--- src/rtl/iot_teletype_pkg.sv ---
// Shared definitions for the PDP-8 console teletype IOT responder:
// device codes, IOT function codes and the printer state encoding.
package iot_teletype_pkg;

    localparam logic [5:0] KBD_DEV_CODE = 6'o03;
    localparam logic [5:0] TTY_DEV_CODE = 6'o04;

    typedef enum logic [2:0] {
        KCF = 3'd0,
        KSF = 3'd1,
        KCC = 3'd2,
        KRS = 3'd4,
        KRB = 3'd6
    } kbd_func_e;

    typedef enum logic [2:0] {
        TFL = 3'd0,
        TSF = 3'd1,
        TCF = 3'd2,
        TPC = 3'd4,
        TLS = 3'd6
    } tty_func_e;

    typedef enum logic {
        PRN_IDLE = 1'b0,
        PRN_BUSY = 1'b1
    } prn_state_e;

endpackage

--- src/rtl/tty_kbd_fifo.sv ---
// Synchronous FIFO for buffered keyboard characters; a pop and a push in the
// same cycle are both honoured even when full.
module tty_kbd_fifo #(
    parameter int unsigned DEPTH = 4,
    parameter int unsigned WIDTH = 8
) (
    input  logic             i_clk,
    input  logic             i_rst_n,
    input  logic             i_push,
    input  logic [WIDTH-1:0] i_data,
    input  logic             i_pop,
    output logic [WIDTH-1:0] o_head,
    output logic             o_empty,
    output logic             o_full
);

    localparam int unsigned PW = (DEPTH > 1) ? $clog2(DEPTH) : 1;
    localparam int unsigned CW = $clog2(DEPTH + 1);

    logic [WIDTH-1:0] r_mem [DEPTH];
    logic [PW-1:0]    r_rd;
    logic [PW-1:0]    r_wr;
    logic [CW-1:0]    r_count;
    logic             w_do_pop;
    logic             w_do_push;

    assign o_empty   = (r_count == '0);
    assign o_full    = (r_count == CW'(DEPTH));
    assign o_head    = r_mem[r_rd];
    assign w_do_pop  = i_pop && !o_empty;
    assign w_do_push = i_push && (!o_full || w_do_pop);

    always_ff @(posedge i_clk) begin
        if (w_do_push) begin
            r_mem[r_wr] <= i_data;
        end
    end

    always_ff @(posedge i_clk or negedge i_rst_n) begin
        if (!i_rst_n) begin
            r_rd    <= '0;
            r_wr    <= '0;
            r_count <= '0;
        end else begin
            if (w_do_pop) begin
                r_rd <= (r_rd == PW'(DEPTH - 1)) ? '0 : r_rd + PW'(1);
            end
            if (w_do_push) begin
                r_wr <= (r_wr == PW'(DEPTH - 1)) ? '0 : r_wr + PW'(1);
            end
            case ({w_do_push, w_do_pop})
                2'b10:   r_count <= r_count + CW'(1);
                2'b01:   r_count <= r_count - CW'(1);
                default: r_count <= r_count;
            endcase
        end
    end

endmodule

--- src/rtl/iot_teletype.sv ---
// Console teletype IOT responder (keyboard + printer) for the PDP-8 bus.
// Define TTY_KBD_FIFO_EN to replace the single keyboard buffer with a FIFO.
module iot_teletype
    import iot_teletype_pkg::*;
#(
    parameter logic [5:0]  KBD_DEV        = KBD_DEV_CODE,
    parameter logic [5:0]  TTY_DEV        = TTY_DEV_CODE,
    parameter int unsigned PRINT_CYCLES   = 10,
    parameter int unsigned KBD_FIFO_DEPTH = 4
) (
    input  logic       clock,
    input  logic       resetN,
    input  logic       iot_valid,
    input  logic [5:0] iot_device,
    input  logic [2:0] iot_func,
    input  logic [7:0] dataout,
    output logic [7:0] datain,
    output logic       datain_valid,
    output logic       ac_clear,
    output logic       skip,
    input  logic [7:0] kbd_char,
    input  logic       kbd_strobe,
    output logic [7:0] tty_char,
    output logic       tty_strobe,
    output logic       kbd_overrun
);

    localparam int unsigned CNT_W = (PRINT_CYCLES > 1) ? $clog2(PRINT_CYCLES) : 1;

    if (PRINT_CYCLES < 1 || KBD_FIFO_DEPTH < 1 ||
        (KBD_FIFO_DEPTH & (KBD_FIFO_DEPTH - 1)) != 0) begin : g_param_check
        $error("iot_teletype: PRINT_CYCLES must be >=1 and KBD_FIFO_DEPTH a power of 2");
    end

    logic w_kbd_hit, w_tty_hit;
    logic w_kbd_clr, w_kbd_ksf, w_kbd_acc, w_kbd_read;
    logic w_tty_set, w_tty_tsf, w_tty_clr, w_tty_start;
    logic w_kbd_flag, w_overrun_evt, w_prn_done;
    logic [7:0] w_kbd_head;

    assign w_kbd_hit   = iot_valid && (iot_device == KBD_DEV);
    assign w_tty_hit   = iot_valid && (iot_device == TTY_DEV);
    assign w_kbd_clr   = w_kbd_hit && (iot_func == KCF || iot_func == KCC || iot_func == KRB);
    assign w_kbd_ksf   = w_kbd_hit && (iot_func == KSF);
    assign w_kbd_acc   = w_kbd_hit && (iot_func == KCC || iot_func == KRB);
    assign w_kbd_read  = w_kbd_hit && (iot_func == KRS || iot_func == KRB);
    assign w_tty_set   = w_tty_hit && (iot_func == TFL);
    assign w_tty_tsf   = w_tty_hit && (iot_func == TSF);
    assign w_tty_clr   = w_tty_hit && (iot_func == TCF || iot_func == TLS);
    assign w_tty_start = w_tty_hit && (iot_func == TPC || iot_func == TLS);

`ifdef TTY_KBD_FIFO_EN
    logic       w_fifo_empty, w_fifo_full;
    logic [7:0] w_fifo_head;

    tty_kbd_fifo #(
        .DEPTH (KBD_FIFO_DEPTH),
        .WIDTH (8)
    ) u_kbd_fifo (
        .i_clk   (clock),
        .i_rst_n (resetN),
        .i_push  (kbd_strobe),
        .i_data  (kbd_char),
        .i_pop   (w_kbd_clr),
        .o_head  (w_fifo_head),
        .o_empty (w_fifo_empty),
        .o_full  (w_fifo_full)
    );

    assign w_kbd_flag    = !w_fifo_empty;
    assign w_kbd_head    = w_fifo_empty ? '0 : w_fifo_head;
    // A pop on a full FIFO frees the slot this push needs, so only a bare full loses data.
    assign w_overrun_evt = kbd_strobe && w_fifo_full && !w_kbd_clr;
`else
    logic       r_kbd_flag;
    logic [7:0] r_kbd_buf;

    always_ff @(posedge clock or negedge resetN) begin
        if (!resetN) begin
            r_kbd_flag <= 1'b0;
            r_kbd_buf  <= '0;
        end else if (kbd_strobe) begin
            r_kbd_flag <= 1'b1;
            r_kbd_buf  <= kbd_char;
        end else if (w_kbd_clr) begin
            r_kbd_flag <= 1'b0;
        end
    end

    assign w_kbd_flag    = r_kbd_flag;
    assign w_kbd_head    = r_kbd_buf;
    // The old character is not lost if the CPU consumes it in the same cycle.
    assign w_overrun_evt = kbd_strobe && r_kbd_flag && !w_kbd_clr;
`endif

    logic       r_tty_flag;
    logic       r_overrun;
    logic       r_skip, r_ac_clear, r_datain_valid;
    logic [7:0] r_datain;

    always_ff @(posedge clock or negedge resetN) begin
        if (!resetN) begin
            r_skip         <= 1'b0;
            r_ac_clear     <= 1'b0;
            r_datain_valid <= 1'b0;
            r_datain       <= '0;
            r_overrun      <= 1'b0;
        end else begin
            r_skip         <= (w_kbd_ksf && w_kbd_flag) || (w_tty_tsf && r_tty_flag);
            r_ac_clear     <= w_kbd_acc;
            r_datain_valid <= w_kbd_read;
            r_datain       <= w_kbd_read ? w_kbd_head : '0;
            if (w_overrun_evt) begin
                r_overrun <= 1'b1;
            end
        end
    end

    prn_state_e       r_state;
    logic [CNT_W-1:0] r_cnt;
    logic [7:0]       r_tty_char;
    logic             r_tty_strobe;

    assign w_prn_done = (r_state == PRN_BUSY) && (r_cnt == '0);

    always_ff @(posedge clock or negedge resetN) begin
        if (!resetN) begin
            r_state      <= PRN_IDLE;
            r_cnt        <= '0;
            r_tty_char   <= '0;
            r_tty_strobe <= 1'b0;
        end else begin
            r_tty_strobe <= 1'b0;
            case (r_state)
                PRN_IDLE: begin
                    if (w_tty_start) begin
                        r_tty_char <= dataout;
                        r_cnt      <= CNT_W'(PRINT_CYCLES - 1);
                        r_state    <= PRN_BUSY;
                    end
                end
                PRN_BUSY: begin
                    if (r_cnt == '0) begin
                        r_tty_strobe <= 1'b1;
                        r_state      <= PRN_IDLE;
                    end else begin
                        r_cnt <= r_cnt - CNT_W'(1);
                    end
                end
                default: r_state <= PRN_IDLE;
            endcase
        end
    end

    // Print completion outranks a TCF/TLS clear arriving on the same edge.
    always_ff @(posedge clock or negedge resetN) begin
        if (!resetN) begin
            r_tty_flag <= 1'b0;
        end else if (w_prn_done || w_tty_set) begin
            r_tty_flag <= 1'b1;
        end else if (w_tty_clr) begin
            r_tty_flag <= 1'b0;
        end
    end

    assign skip         = r_skip;
    assign ac_clear     = r_ac_clear;
    assign datain_valid = r_datain_valid;
    assign datain       = r_datain;
    assign kbd_overrun  = r_overrun;
    assign tty_char     = r_tty_char;
    assign tty_strobe   = r_tty_strobe;

endmodule

--- config.mk ---
export PLATFORM = sky130hd
export DESIGN_NAME = iot_teletype
export DESIGN_NICKNAME = d
export VERILOG_FILES = /design/src/rtl/iot_teletype_pkg.sv /design/src/rtl/tty_kbd_fifo.sv /design/src/rtl/iot_teletype.sv
export SDC_FILE = /design/constraint.sdc
export NUM_CORES = 1
export LEC_CHECK = 0
export ABC_AREA = 1
export CORE_MARGIN = 3
export CORE_UTILIZATION = 34
export CTS_BUF_LIST = sky130_fd_sc_hd__clkbuf_4 sky130_fd_sc_hd__clkbuf_8 sky130_fd_sc_hd__clkbuf_16
export CTS_CLUSTER_SIZE = 14
export DETAILED_ROUTE_END_ITERATION = 8
export SYNTH_ARGS = -nofsm -noshare
export SYNTH_HDL_FRONTEND = slang
export SYNTH_HIERARCHICAL = 1
export SYNTH_SLANG_ARGS = --single-unit
export TNS_END_PERCENT = 5
--- constraint.sdc ---
create_clock -name clock -period 1.9 [get_ports clock]
set_clock_uncertainty 0.2 [all_clocks]
set_input_delay 0.38 -clock clock [delete_from_list [all_inputs] [get_ports clock]]
set_output_delay 0.38 -clock clock [all_outputs]
set_load 0.02 [all_outputs]
==> flow_summary.yaml, run 1 <==
timing:
  post-route-period-util: 0.963
  hold_viol: 0
  max_freq_mhz: 546
  setup_violations: 0
  whs_ns: 0.285
  worstMarginPinSlew_ns: 0.511
  post-route-min-period_ns: 1.83
  slew_headroom: 0.660
  rsz0062_at_grt: "no"
  slew_violations: 0
  fin_setup_tns_ns: 0
route:
  viasPerCell: 4.58
  drtPass1Iterations: 5
  num_vias: 1227
  routed_wl_mm: 3.23
  wire_per_inst_microns: 12.1
  drt_iter0_markers: 58
  drc: 0
  ant_nets: 0
clock_tree:
  cts_buffer_depth: 2
  cts_made_buffers: 5
  cts.reportedPaths.clkPinSlew_ns: 0.07
  cts_root_buf: "clkbuf_8"
  cts_tree: "yes"
  clock-sinks: 36
  cts_resized: 0
  cts_max_level: 2
  clk_latency_ns: 0.28
logic_synthesis:
  ys_types: 28
  synth_nets: 190
  synth_cells: 160
  syn_avg_cell_area_sq_um: 9.43
  ys_top_cells_by_area: "dfrtp_1, nand2_1, inv_1"
  ys_seq_area_frac: 0.597
  netlist_area_sq_um: 1510
  ys.warnings.count: 6
  synth_top_area_frac: 0.597
  yosysTopAreaCell: "dfrtp_1"
  ys_seq_elements: 36
critical_path:
  max_stage_delay_ns: 0.62
  worst_path_max_delay_cell: "clkdlybuf4s50_1"
  critPathBufInv: 1
  cp_max_fo: 2
  crit_chain: "clkdlybuf4s50_1"
  cp.arrival_ns: 1.25
  cp_top_family: "buffers and inverters"
  cp-end-kind: "output pin"
  cp-start-kind: "flip-flop"
  critical_path_required_ns: 1.32
  path_class: "flip-flop to output pin"
flow_run:
  maxCapViolations: 0
placement:
  place_area_sq_um: 2060
  place.gp.congestion: 0.778
  portBuffers: 49
  dp_hpwl_mm: 2.45
pwr:
  p_leak_nw: 1.07
  power-per-cell-area_nw_per_um2: 822
  ir_drop_uv: 386
grt:
  grt_pass1_wl_mm: 5.48
  antenna_found_initial: 0
  track_usage: 0.136
  grt_pass1_vias: 1263
  overflow: 0
  grt_max_degree: 21
layout:
  area_growth_pct: 43.9
  nFillCells: 382
  n_antenna_cell: 0
  drive_gt1_frac: 0.101
  final_area_sq_um: 2170
  final_util: 0.524
  nets: 247
floorplan:
  die_w_microns: 72.6
  start_util: 0.364
  rows: 23
  io_pins: 50
  die_h_microns: 72.6
  core_area_sq_um: 4140
  dieArea_sq_um: 5270
hold_path:
  hold_path_class: "flip-flop to flip-flop"
run_status:
  status: "finished clean"
-- timing repair --
item	CTS	global route
setup buffers	0	0
endpoints found under the hold margin	18	0
hold buffers	1	0
-- layer usage --
layer,GRT usage,vias to the layer above,routed length [microns]
li1,-,611,-
met1,0.156,580,1380
met2,0.231,36,1650
met3,0.0579,0,197
met4,0.0410,0,0
met5,0,-,0
-- path summary, 6_finish.rpt --
path / start / end / slack [ns] / depth (start not counted)
setup / recovery: tty_char[0] / tty_char[0] / 0.07 / 1
hold / removal: kbd_overrun / kbd_overrun / 0.28 / 2
max in group asynchronous: resetN / datain_valid / 0.63 / 3
setup reg to reg: r_state / r_cnt[1] / 0.32 / 4
hold reg to reg: kbd_overrun / kbd_overrun / 0.28 / 2
min in group asynchronous: resetN / tty_strobe / 0.37 / 2
-- cells by family after synthesis --
group / count (synthesis) / synth area share
adders and majority gates: 1 / 0.00829
buffers and inverters: 26 / 0.0680
and+or+nand+nor: 76 / 0.252
xor gates and xnor gates: 1 / 0.00581
AOI/OAI and AO/OA: 20 / 0.0688
DFF: 36 / 0.597
-- synth_stat cells (all sizes together) --
| library cell | instances |
|---|---|
| o21ai | 16 |
| dfrtp | 36 |
| xnor2 | 1 |
| nand3 | 11 |
| buf | 1 |
| inv | 23 |
| o22ai | 1 |
| ha | 1 |
| a21oi | 2 |
| nor3 | 1 |
| clkbuf | 2 |
| nand2 | 44 |
| and3 | 1 |
| nor2 | 15 |
| or2 | 1 |
| nand4 | 2 |
| a21o | 1 |
| and2 | 1 |
-- report_power, final --
part           internal, mW  leakage [nW]  switching (mW)
registers             0.838         0.464          0.0486
logic                 0.154         0.558           0.179
clock network         0.308        0.0479           0.257
-- state kept, by name, summed over array words and instances, names as in the netlist, 4 cells and up --
signal and cells:
r_kbd_buf 8, tty_char 8, r_cnt 4, datain 8
-- layout by cell type, fill, tap and decap left out, types with 3 or more instances in the layout --
cell | netlist | layout
buf_4 | 0 | 3
nand3_1 | 9 | 9
clkbuf_8 | 0 | 6
o21ai_0 | 16 | 16
inv_1 | 22 | 22
nand2_1 | 42 | 42
dfrtp_1 | 36 | 36
clkdlybuf4s50_1 | 0 | 48
nor2_1 | 11 | 11
-- area by class of cell --
class,instances,area (sq um),area share
clock buffer,7,90.1,0.0415
tap,50,62.6,0.0288
multi-input combinational,98,505,0.233
inverter,23,86.3,0.0398
timing repair buffer,53,518,0.239
sequential,36,901,0.415
clock inverter,1,7.51,0.00346
-- stage by stage --
step	total power [mW]	std cells	setup slack, ns
detailed placement	1.23	259	-0.0120
global route	1.91	268	0.00873
floorplan	1.09	160	0.515
global placement	1.21	259	0.0517
finish	1.78	268	0.0695
CTS	1.81	268	0.0425
Power figures use the tool's default switching activity.
==> run 2: changes to the inputs <==
ABC_AREA = 0   (was 1)
SKIP_CTS_REPAIR_TIMING = 1   (was not set)
==> run 2 against run 1 <==
The flow now finishes with violations (negative setup slack). Register-to-register slack lost 0.12 ns. Sequential share of layout area shrank 2.6 points. Sequential cell count is the same. Via count shrank 12%. Final cell count shrank 15%. Synthesized area shrank 1.5%. Total power grew 1.9%. Cell area grew 6.6%.
==> flow_summary.yaml, run 2 <==
layout:
  final_util: 0.562
  nets: 207
  drive_gt1_frac: 0.298
  layout_common_cells: "clkdlybuf4s50_1, dfrtp_1, mux2_2, buf_4, and2_1"
  nFillCells: 338
  area_growth_pct: 55.6
  mostFrequentLayoutCell: "clkdlybuf4s50_1"
  n_antenna_cell: 0
logic_synthesis:
  yosysTopAreaCell: "dfrtp_1"
  synth_top_area_frac: 0.606
  syn_avg_cell_area_sq_um: 13.6
  synth_xor_area_frac: 0
  synth_compound_area_frac: 0.0556
  synth_nets: 139
  synth_common_cells: "dfrtp_1, mux2_2, and2_1"
  ys_types: 31
  synthMuxAreaShare: 0.143
  ys_seq_area_frac: 0.606
  synth_fa_ha_area_frac: 0.00842
  synth_ff_type: "dfrtp_1"
  ys_seq_elements: 36
  synth_top_family_by_area: "simple AND/OR/NAND/NOR gates"
  netlist_area_sq_um: 1490
  synth-async-reset-ratio: 1.00
  synthSimpleGateAreaFrac: 0.159
  synth_cells: 109
  ys_top_cells_by_area: "dfrtp_1, mux2_2, and2_1"
  yosysMostFrequentCell: "dfrtp_1"
  ys.warnings.count: 6
  synth_edf_count: 0
pwr:
  p_leak_nw: 1.08
  power-per-cell-area_nw_per_um2: 786
  ir_drop_uv: 382
  p_total_mw: 1.82
grt:
  antenna_found_initial: 0
  grt_pass1_wl_mm: 5.15
  grt_pass1_vias: 1149
  overflow: 0
  grt_max_degree: 37
  track_usage: 0.128
route:
  routed_wl_mm: 3.17
  num_vias: 1077
  drt_iter0_markers: 45
  wire_per_inst_microns: 13.9
  ant_nets: 0
  drtPass1Iterations: 4
  drc: 0
  viasPerCell: 4.72
critical_path:
  cp.arrival_ns: 1.87
  crit_chain: "buf_6 > or4b_4 > nor4_4 > buf_4 > mux2_4"
  r2r-end: "r_cnt[1]"
  critPathBufInv: 2
  path_class: "input pin to flip-flop"
  cp_top_family: "simple AND/OR/NAND/NOR gates"
  r2r_cells: 5
  cp-start-kind: "input pin"
  cp-end-kind: "flip-flop"
  critical_path_required_ns: 1.87
  rrSetupSlack_ns: 0.20
  cp_max_fo: 4
  startpoint: "iot_device[3]"
  worstReg2RegStart: "r_cnt[1]"
  worst_path_max_delay_cell: "or4b_4"
  max_stage_delay_ns: 0.56
  cp.depth: 5
  endpoint: "tty_char[4]"
timing:
  post-route-period-util: 1.00
  rsz0062_at_grt: "yes"
  slew_violations: 0
  post-route-min-period_ns: 1.90
  setup_ws_ns: -0.00394
  worstMarginPinSlew_ns: 0.523
  setup_violations: 3
  hold_viol: 0
  whs_ns: 0.273
  slew_headroom: 0.647
  max_freq_mhz: 525
floorplan:
  die_h_microns: 72.1
  core_area_sq_um: 4120
  rows: 23
  die_w_microns: 72.1
  io_pins: 50
  dieArea_sq_um: 5200
  start_util: 0.361
clock_tree:
  cts_tree: "yes"
  cts_max_level: 2
  clk_latency_ns: 0.28
  clock-sinks: 36
  cts_made_buffers: 5
  cts.reportedPaths.clkPinSlew_ns: 0.07
  cts_root_buf: "clkbuf_8"
  cts_buffer_depth: 2
placement:
  dp_hpwl_mm: 2.24
  place.gp.congestion: 0.788
  portBuffers: 49
run_status:
  violations: "negative setup slack"
  status: "finished, violations left"
flow_run:
  maxCapViolations: 0
hold_path:
  hp-start: "iot_device[3]"
  hold_path_class: "input pin to flip-flop"
[run 2: cell types whose count changed after synthesis, sizes merged, moves of 7 or more]
cell | previous run | this run
and2 | 1 | 8
inv | 23 | 7
mux2 | 0 | 18
nand2 | 44 | 3
nand3 | 11 | 0
nor2 | 15 | 0
o21ai | 16 | 0
[run 2: how the worst min path moves through the flow]
| stage | slack, ns | depth (start not counted) | end |
|---|---|---|---|
| 6_report | 0.27 | 4 | r_tty_flag |
| 5_1_grt | 0.30 | 1 | datain[0] |
| 4_1_cts | -0.05 | 2 | r_tty_flag |
| 3_5_place_dp | 0.25 | 2 | r_state |
| 3_3_place_gp | 0.24 | 2 | skip |
| 2_1_floorplan | -0.12 | 0 | ac_clear |
[run 2: logic make-up after synthesis]
logic type,Yosys count
compound gates,11
fa+ha+maj,1
buf+inv,9
flops,36
mux,19
simple gates,33
[run 2: report_power, final]
group | internal (mW) | total (mW) | switching [mW]
Clock | 0.463 | 0.719 | 0.256
Sequential | 0.808 | 0.841 | 0.0330
Combinational | 0.164 | 0.259 | 0.0952
[run 2: area by class of cell]
type	count	area [sq um]	share of cell area
inverters	7	26.3	0.0114
clock buffers	7	96.3	0.0416
clock inverters	1	30.0	0.0130
multi-input cells	64	589	0.255
repair buffers	63	608	0.263
well taps	50	62.6	0.0270
flip-flops and latches	36	901	0.389
[run 2: per-stage QoR]
step           TNS (ns)  instance area, sq um  setup slack (ns)  std cells
4_1_cts           -6.02                  2240            -0.335        225
3_5_place_dp     -13.81                  2110            -0.638        217
5_1_grt          -0.321                  2310           -0.0472        228
3_3_place_gp     -13.29                  2110            -0.615        217
2_1_floorplan     -2.17                  1490            -0.214        109
6_report       -0.00957                  2310          -0.00394        228
[run 2: worst min-delay path, delay by kind of cell]
kind | cells | cell delay (ns)
and+or+nand+nor | 2 | 0.16
buffers and inverters | 1 | 0.07
AOI/OAI and AO/OA | 1 | 0.11
[run 2: layer usage]
layer | global-route usage | share of wire
met4 | 0.0501 | 0.0098
met1 | 0.152 | 0.42
met2 | 0.207 | 0.50
met5 | 0 | 0
met3 | 0.0526 | 0.068
